--- config.mk ---
export PLATFORM = sky130hd
export DESIGN_NAME = l1_repl_ctrl_flat
export DESIGN_NICKNAME = d
export VERILOG_FILES = /design/src/rtl/l1_pkg.sv /design/src/rtl/l1_repl_ctrl_if.sv /design/src/rtl/l1_repl_pick.sv /design/src/rtl/l1_repl_ctrl.sv /design/src/flat_wrapper.sv
export SDC_FILE = /design/constraint.sdc
export NUM_CORES = 1
export LEC_CHECK = 0
export ABC_AREA = 1
export CAP_MARGIN = 20
export CORE_MARGIN = 3
export CORE_UTILIZATION = 55
export CTS_CLUSTER_SIZE = 30
export DETAILED_ROUTE_END_ITERATION = 8
export PLACE_DENSITY_LB_ADDON = 0.08
export SETUP_SLACK_MARGIN = 0.4
export SYNTH_ARGS = -nofsm -noshare
export SYNTH_HDL_FRONTEND = slang
export SYNTH_SLANG_ARGS = --single-unit
--- constraint.sdc ---
create_clock -name clk -period 5.1 [get_ports clk]
set_input_delay 0.765 -clock clk [delete_from_list [all_inputs] [get_ports clk]]
set_output_delay 0.765 -clock clk [all_outputs]
set_load 0.005 [all_outputs]
--- src/rtl/l1_pkg.sv ---
// Shared L1 definitions: replacement FSM states, default geometry and a
// lowest-set-bit helper used by the victim selector.
package l1_pkg;

  localparam int unsigned L1_WAY_NUM   = 4;
  localparam int unsigned L1_IDX_WIDTH = 6;
  // Widest supported associativity; first1_lsb operates at this width.
  localparam int unsigned L1_MAX_WAYS  = 16;

  typedef enum logic {
    INIT,
    IDLE
  } repl_state_t;

  // One-hot lowest set bit of vec, or 0 when vec is 0.
  function automatic logic [L1_MAX_WAYS-1:0] first1_lsb(input logic [L1_MAX_WAYS-1:0] vec);
    return vec & (~vec + L1_MAX_WAYS'(1));
  endfunction

endpackage

--- src/rtl/l1_repl_ctrl_if.sv ---
// Lookup/allocation bus between a cache pipeline (master) and the
// replacement controller (slave). lock_vect exists only with L1_REPL_LOCK_EN.
interface l1_repl_ctrl_if #(
  parameter int unsigned WAY_NUM   = l1_pkg::L1_WAY_NUM,
  parameter int unsigned IDX_WIDTH = l1_pkg::L1_IDX_WIDTH
);

  logic                 req;
  logic [IDX_WIDTH-1:0] idx;
  logic [WAY_NUM-1:0]   tag_cmp_vect;
  logic [WAY_NUM-1:0]   ld_val_vect;
  logic                 flush_req;
`ifdef L1_REPL_LOCK_EN
  logic [WAY_NUM-1:0]   lock_vect;
`endif
  logic                 ready;
  logic                 hit;
  logic                 evict_val;
  logic                 alloc_fail;
  logic [WAY_NUM-1:0]   way_vect;

  modport master (
`ifdef L1_REPL_LOCK_EN
    output lock_vect,
`endif
    output req, idx, tag_cmp_vect, ld_val_vect, flush_req,
    input  ready, hit, evict_val, alloc_fail, way_vect
  );

  modport slave (
`ifdef L1_REPL_LOCK_EN
    input  lock_vect,
`endif
    input  req, idx, tag_cmp_vect, ld_val_vect, flush_req,
    output ready, hit, evict_val, alloc_fail, way_vect
  );

endinterface

--- src/rtl/l1_repl_pick.sv ---
// Combinational victim selector: invalid ways first, then the lowest
// not-recently-used way, then the lowest allocatable way.
module l1_repl_pick
  import l1_pkg::*;
#(
  parameter int unsigned WAY_NUM = L1_WAY_NUM
) (
  input  logic [WAY_NUM-1:0] ld_val_vect,
  input  logic [WAY_NUM-1:0] used,
  input  logic [WAY_NUM-1:0] alloc_ok,
  output logic [WAY_NUM-1:0] way_vect,
  output logic               evict_val,
  output logic               alloc_fail
);

  logic [WAY_NUM-1:0] free_cand;
  logic [WAY_NUM-1:0] lru_cand;

  // Priority-ordered way selection.
  always_comb begin
    free_cand  = ~ld_val_vect & alloc_ok;
    lru_cand   = ~used & alloc_ok;
    way_vect   = '0;
    evict_val  = 1'b0;
    alloc_fail = 1'b0;
    if (|free_cand) begin
      way_vect = WAY_NUM'(first1_lsb(L1_MAX_WAYS'(free_cand)));
    end else if (|lru_cand) begin
      way_vect  = WAY_NUM'(first1_lsb(L1_MAX_WAYS'(lru_cand)));
      evict_val = 1'b1;
    end else if (|alloc_ok) begin
      way_vect  = WAY_NUM'(first1_lsb(L1_MAX_WAYS'(alloc_ok)));
      evict_val = 1'b1;
    end else begin
      alloc_fail = 1'b1;
    end
  end

endmodule

--- src/rtl/l1_repl_ctrl.sv ---
// L1 replacement controller: per-set MRU bits, same-cycle hit/miss and way
// choice, and an INIT sweep (after reset or flush) that clears the state
// array so the array itself needs no reset.
// Optional feature macro: L1_REPL_LOCK_EN (adds lock_vect, enables alloc_fail).
module l1_repl_ctrl
  import l1_pkg::*;
#(
  parameter int unsigned WAY_NUM   = L1_WAY_NUM,
  parameter int unsigned IDX_WIDTH = L1_IDX_WIDTH
) (
  input logic            clk,
  input logic            rst,
  l1_repl_ctrl_if.slave  bus
);

  localparam int unsigned SET_NUM = 2 ** IDX_WIDTH;

  repl_state_t          state_q, state_d;
  logic [IDX_WIDTH-1:0] sweep_cnt_q, sweep_cnt_d;
  logic                 ready_q, ready_d;

  logic [WAY_NUM-1:0]   used_q [SET_NUM];

  logic                 ready;
  logic                 accept;
  logic [WAY_NUM-1:0]   hit_vect;
  logic                 any_hit;
  logic [WAY_NUM-1:0]   used_rd;
  logic [WAY_NUM-1:0]   alloc_ok;
  logic [WAY_NUM-1:0]   pick_way;
  logic                 pick_evict;
  logic                 pick_fail;
  logic [WAY_NUM-1:0]   way_vect;
  logic [WAY_NUM-1:0]   upd;
  logic [WAY_NUM-1:0]   used_wr_data;
  logic                 used_we;

  // FSM next state: sweep one set per cycle, flush restarts the sweep.
  always_comb begin
    state_d     = state_q;
    sweep_cnt_d = sweep_cnt_q;
    case (state_q)
      INIT: begin
        sweep_cnt_d = sweep_cnt_q + IDX_WIDTH'(1);
        if (&sweep_cnt_q) state_d = IDLE;
      end
      IDLE: begin
        if (bus.flush_req) begin
          state_d     = INIT;
          sweep_cnt_d = '0;
        end
      end
    endcase
    ready_d = (state_d == IDLE);
  end

  // FSM state, sweep counter and registered ready.
  always_ff @(posedge clk) begin
    if (rst) begin
      state_q     <= INIT;
      sweep_cnt_q <= '0;
      ready_q     <= 1'b0;
    end else begin
      state_q     <= state_d;
      sweep_cnt_q <= sweep_cnt_d;
      ready_q     <= ready_d;
    end
  end

`ifdef L1_REPL_LOCK_EN
  assign alloc_ok = ~bus.lock_vect;
`else
  assign alloc_ok = '1;
`endif

  l1_repl_pick #(
    .WAY_NUM (WAY_NUM)
  ) u_pick (
    .ld_val_vect (bus.ld_val_vect),
    .used        (used_rd),
    .alloc_ok    (alloc_ok),
    .way_vect    (pick_way),
    .evict_val   (pick_evict),
    .alloc_fail  (pick_fail)
  );

  // Lookup result and state-update data for the accepted request.
  always_comb begin
    ready    = ready_q & ~rst;
    accept   = bus.req & ready;
    hit_vect = bus.tag_cmp_vect & bus.ld_val_vect;
    any_hit  = |hit_vect;
    used_rd  = used_q[bus.idx];
    way_vect = '0;
    if (accept) way_vect = any_hit ? hit_vect : pick_way;
    // A full MRU vector (locked ways counted as used) restarts from this way.
    upd          = used_rd | way_vect;
    used_wr_data = (&(upd | ~alloc_ok)) ? way_vect : upd;
    used_we      = accept & (any_hit | ~pick_fail);
  end

  assign bus.ready     = ready;
  assign bus.hit       = accept & any_hit;
  assign bus.evict_val = accept & ~any_hit & pick_evict;
  assign bus.way_vect  = way_vect;
`ifdef L1_REPL_LOCK_EN
  assign bus.alloc_fail = accept & ~any_hit & pick_fail;
`else
  assign bus.alloc_fail = 1'b0;
`endif

  // State array: cleared by the sweep, otherwise written by accepted requests.
  always_ff @(posedge clk) begin
    if (state_q == INIT) begin
      used_q[sweep_cnt_q] <= '0;
    end else if (used_we) begin
      used_q[bus.idx] <= used_wr_data;
    end
  end

endmodule

--- src/flat_wrapper.sv ---
// flat-port wrapper written by rule: the top's interface ports become plain ports
module l1_repl_ctrl_flat import l1_pkg::*;
#(
  parameter int unsigned WAY_NUM   = L1_WAY_NUM,
  parameter int unsigned IDX_WIDTH = L1_IDX_WIDTH
)
  (clk, rst, bus_req, bus_idx, bus_tag_cmp_vect, bus_ld_val_vect, bus_flush_req, bus_ready, bus_hit, bus_evict_val, bus_alloc_fail, bus_way_vect);
  l1_repl_ctrl_if #(.WAY_NUM(WAY_NUM), .IDX_WIDTH(IDX_WIDTH)) bus_i ();
  input logic clk;
  input logic rst;
  input wire logic [$bits(bus_i.req)-1:0] bus_req;
  input wire logic [$bits(bus_i.idx)-1:0] bus_idx;
  input wire logic [$bits(bus_i.tag_cmp_vect)-1:0] bus_tag_cmp_vect;
  input wire logic [$bits(bus_i.ld_val_vect)-1:0] bus_ld_val_vect;
  input wire logic [$bits(bus_i.flush_req)-1:0] bus_flush_req;
  output wire logic [$bits(bus_i.ready)-1:0] bus_ready;
  output wire logic [$bits(bus_i.hit)-1:0] bus_hit;
  output wire logic [$bits(bus_i.evict_val)-1:0] bus_evict_val;
  output wire logic [$bits(bus_i.alloc_fail)-1:0] bus_alloc_fail;
  output wire logic [$bits(bus_i.way_vect)-1:0] bus_way_vect;
  assign bus_i.req = bus_req;
  assign bus_i.idx = bus_idx;
  assign bus_i.tag_cmp_vect = bus_tag_cmp_vect;
  assign bus_i.ld_val_vect = bus_ld_val_vect;
  assign bus_i.flush_req = bus_flush_req;
  assign bus_ready = bus_i.ready;
  assign bus_hit = bus_i.hit;
  assign bus_evict_val = bus_i.evict_val;
  assign bus_alloc_fail = bus_i.alloc_fail;
  assign bus_way_vect = bus_i.way_vect;
  l1_repl_ctrl #(.WAY_NUM(WAY_NUM), .IDX_WIDTH(IDX_WIDTH)) u_core (.clk(clk), .rst(rst), .bus(bus_i));
endmodule
==> impl_metrics.py <==
metrics = {
    "status": {
        "status": "finished, final reports clean",
    },
    "global_routing": {
        "grt_util_all_layers": 0.245,
        "use_met1": 0.364,
        "use_met3": 0.0351,
        "grt_pass1_wl_um": 42100,
        "grt.busiest_layer": "met2",
        "grt_max_degree": 130,
        "met2_usage": 0.390,
        "grt_pass1_vias": 7553,
        "grt_overflow_total": 0,
        "antenna_found_initial": 0,
    },
    "logic_synthesis": {
        "avgSynthCellArea_um2": 10.6,
        "ys_ff_latch": 263,
        "syn_nets": 1095,
        "yosysSeqAreaShare": 0.689,
        "synth_most_common_cell": "nand2_1",
        "synth_edf_count": 256,
        "yosys_warnings": 0,
        "syn_area_mm2": 0.0114,
        "synthCells": 1076,
        "synthArstFlopShare": 0,
        "ys.flop_type": "edfxtp_1",
        "synth_common_cells": "373 x nand2_1, 256 x edfxtp_1, 231 x nand3_1",
        "synth_top_area_frac": 0.676,
        "synth_top_area_cell": "edfxtp_1",
        "synth.distinct_cells": 31,
        "synth_area_leaders": "edfxtp_1 68%, nand2_1 12%, nand3_1 10%, nor2_1 2.5%, buf_2 1.3%",
    },
    "final_layout": {
        "final_nets": 1110,
        "fillerInstances": 1647,
        "drive_gt1_frac": 0.0692,
        "diodes": 0,
        "postLayoutCellArea_mm2": 0.0128,
        "syn_to_final_growth_pct": 12.2,
        "fin_util": 0.641,
    },
    "route": {
        "antenna_left": 0,
        "vias": 7932,
        "routed_wl_um": 27000,
        "initialDrtViolationCount": 772,
        "firstDrtPassIters": 5,
        "routed_via_density": 5.76,
        "drc": 0,
        "wl_per_cell_um": 19.6,
    },
    "pwr": {
        "combPwrFrac": 0.063,
        "p_seq_frac": 0.514,
        "ir_drop_uv": 335,
        "powerDensity_mw_per_mm2": 359,
        "clockPowerShare": 0.423,
        "swShare": 0.222,
        "total_power_mw": 4.58,
        "switchingPower_mw": 1.02,
        "power_leakage_nw": 4.57,
        "p_int_mw": 3.56,
    },
    "timing": {
        "tightest_slew_ns": 0.892,
        "finalSetupViolCount": 0,
        "skew_ns": 0.0175,
        "setup_tns_ns": 0,
        "slew_viol_final": 0,
        "post-route-min-period_ns": 4.08,
        "rsz0062_at_grt": "false",
        "slew_headroom": 0.404,
        "finalCritPeriodShare": 0.801,
        "whs_ns": 0.494,
        "fmax_mhz": 245,
        "hold_violations": 0,
    },
    "clock_tree": {
        "clockBufferDepth": 3,
        "hold_buffers": 0,
        "root_buffer": "clkbuf_16",
        "postCtsSetupBuffers": 0,
        "cts_resized": 0,
        "clkSinkCount": 263,
        "cts_tree": "yes",
        "insertion_delay_ns": 0.54,
        "numCtsBuffers": 27,
        "cts.reportedPaths.clkPinSlew_ns": 0.06,
        "h-tree-depth": 1,
    },
    "placed_design": {
        "dp_hpwl_um": 16200,
        "io_buffers": 24,
        "place_area_mm2": 0.0119,
        "gp_congestion": 0.866,
    },
    "die": {
        "start_util": 0.571,
        "dieHeight_um": 150,
        "die_x_um": 150,
        "core_area_mm2": 0.0199,
        "core.rowCount": 51,
        "dieArea_mm2": 0.0224,
        "pin_count": 26,
    },
    "min_path": {
        "hold_path.class": "reg2reg",
    },
    "critical_path": {
        "cp_slowest_cell": "clkdlybuf4s50_1",
        "cp-end-kind": "output port",
        "crit_top_cell": "nand2_1",
        "crit_family": "buffers and inverters",
        "crit_path_cell_trace": "clkdlybuf4s50_1, buf_4, nand3_1, nand2_1, nand2_1, nand3_1, nand3_1, nand2_1, nand2_1, o21bai_1, nand2_1, nand2_1, clkdlybuf4s50_1",
        "cp.arrival_ns": 3.32,
        "critPathRequiredTime_ns": 4.34,
        "path_max_fanout": 32,
        "critPathKind": "in2out",
        "critical-path-max-stage-delay_ns": 0.51,
        "critPathLaunchType": "primary input",
        "cp_num_buf_inv": 3,
    },
    "run": {
        "cap_violations": 0,
    },
}
-- registers in the layout, summed over array words and instances, names as in the netlist --
register / count
u_core.ready_q: 1
u_core.sweep_cnt_q: 6
u_core.used_q: 256
-- kinds of logic after synthesis --
kind of cell	synth area share
AND/OR/NAND/NOR	0.260
adder cells (fa/ha/maj)	0.00110
buffers and inverters	0.0380
other	0.000330
AO/OA/AOI/OAI	0.0117
flip-flops	0.689
-- metal layers --
layer	routed length [um]	part of all wire
met4	612	0.023
met3	2040	0.075
met2	12400	0.46
met5	0	0
met1	11900	0.44
-- power groups by stage --
stage | registers [mW] | clock network [mW] | logic, mW
finish | 2.35 | 1.94 | 0.290
global placement | 2.40 | 0 | 0.287
detailed placement | 2.40 | 0 | 0.287
floorplan | 2.40 | 0 | 0.197
global route | 2.35 | 2.06 | 0.321
CTS | 2.35 | 1.97 | 0.288
-- worst register-to-register path, delay by kind of cell, from the launching register on --
family          cells  cell delay (ns)
compound gates      1             0.22
flops               1             0.38
buf+inv             3             0.59
simple gates        5             1.90
-- layout make-up --
type,count,area (um2),share of cell area
Inverter,35,133,0.0104
Clock inverter,23,210,0.0165
Multi-Input combinational cell,722,3150,0.247
Timing Repair Buffer,42,430,0.0337
Sequential cell,263,7830,0.614
Tap cell,265,332,0.0260
Clock buffer,27,676,0.0530
-- cells in the final DEF (no fill, tap or decap) --
master / netlist / layout
buf_4: 10 / 14
or2_2: 1 / 1
clkbuf_16: 0 / 27
clkinv_1: 2 / 8
o21ai_2: 1 / 1
conb_1: 1 / 1
o21bai_1: 2 / 1
a41oi_1: 1 / 1
clkinv_4: 0 / 2
inv_2: 5 / 4
clkinvlp_4: 0 / 2
nor4_1: 7 / 7
a211oi_1: 3 / 3
edfxtp_1: 256 / 256
inv_1: 28 / 28
nand2_1: 373 / 373
clkdlybuf4s50_1: 0 / 22
nand3b_1: 1 / 1
bufinv_16: 0 / 3
o21ai_0: 5 / 5
nand4_1: 6 / 6
buf_12: 0 / 5
a21oi_1: 4 / 2
inv_16: 0 / 1
a21oi_4: 0 / 2
buf_2: 29 / 1
nor2_4: 0 / 1
dfxtp_1: 7 / 7
nor2_2: 1 / 1
o21bai_4: 0 / 1
nand2_2: 1 / 1
nor2_1: 75 / 74
nor3_1: 3 / 3
a221oi_1: 2 / 2
clkinv_2: 0 / 10
ha_1: 1 / 1
nand3_1: 231 / 231
o21ai_1: 3 / 3
-- metrics by stage --
stage | std cells | setup slack (ns)
floorplan | 1076 | 0.657
global placement | 1327 | 0.808
detailed placement | 1327 | 0.686
CTS | 1377 | 1.06
global route | 1377 | 0.835
finish | 1377 | 1.02
-- path summary, 6_finish.rpt --
kind,from,endpoint,slack (ns),depth (start not counted)
max,bus_idx[2],bus_way_vect[3],1.02,13
min,u_core.sweep_cnt_q[5],u_core.sweep_cnt_q[5],0.49,2
max reg2reg,u_core.ready_q,u_core.used_q[62][0],1.67,9
min reg2reg,u_core.sweep_cnt_q[5],u_core.sweep_cnt_q[5],0.49,2
(Power assumes the default switching activity.)
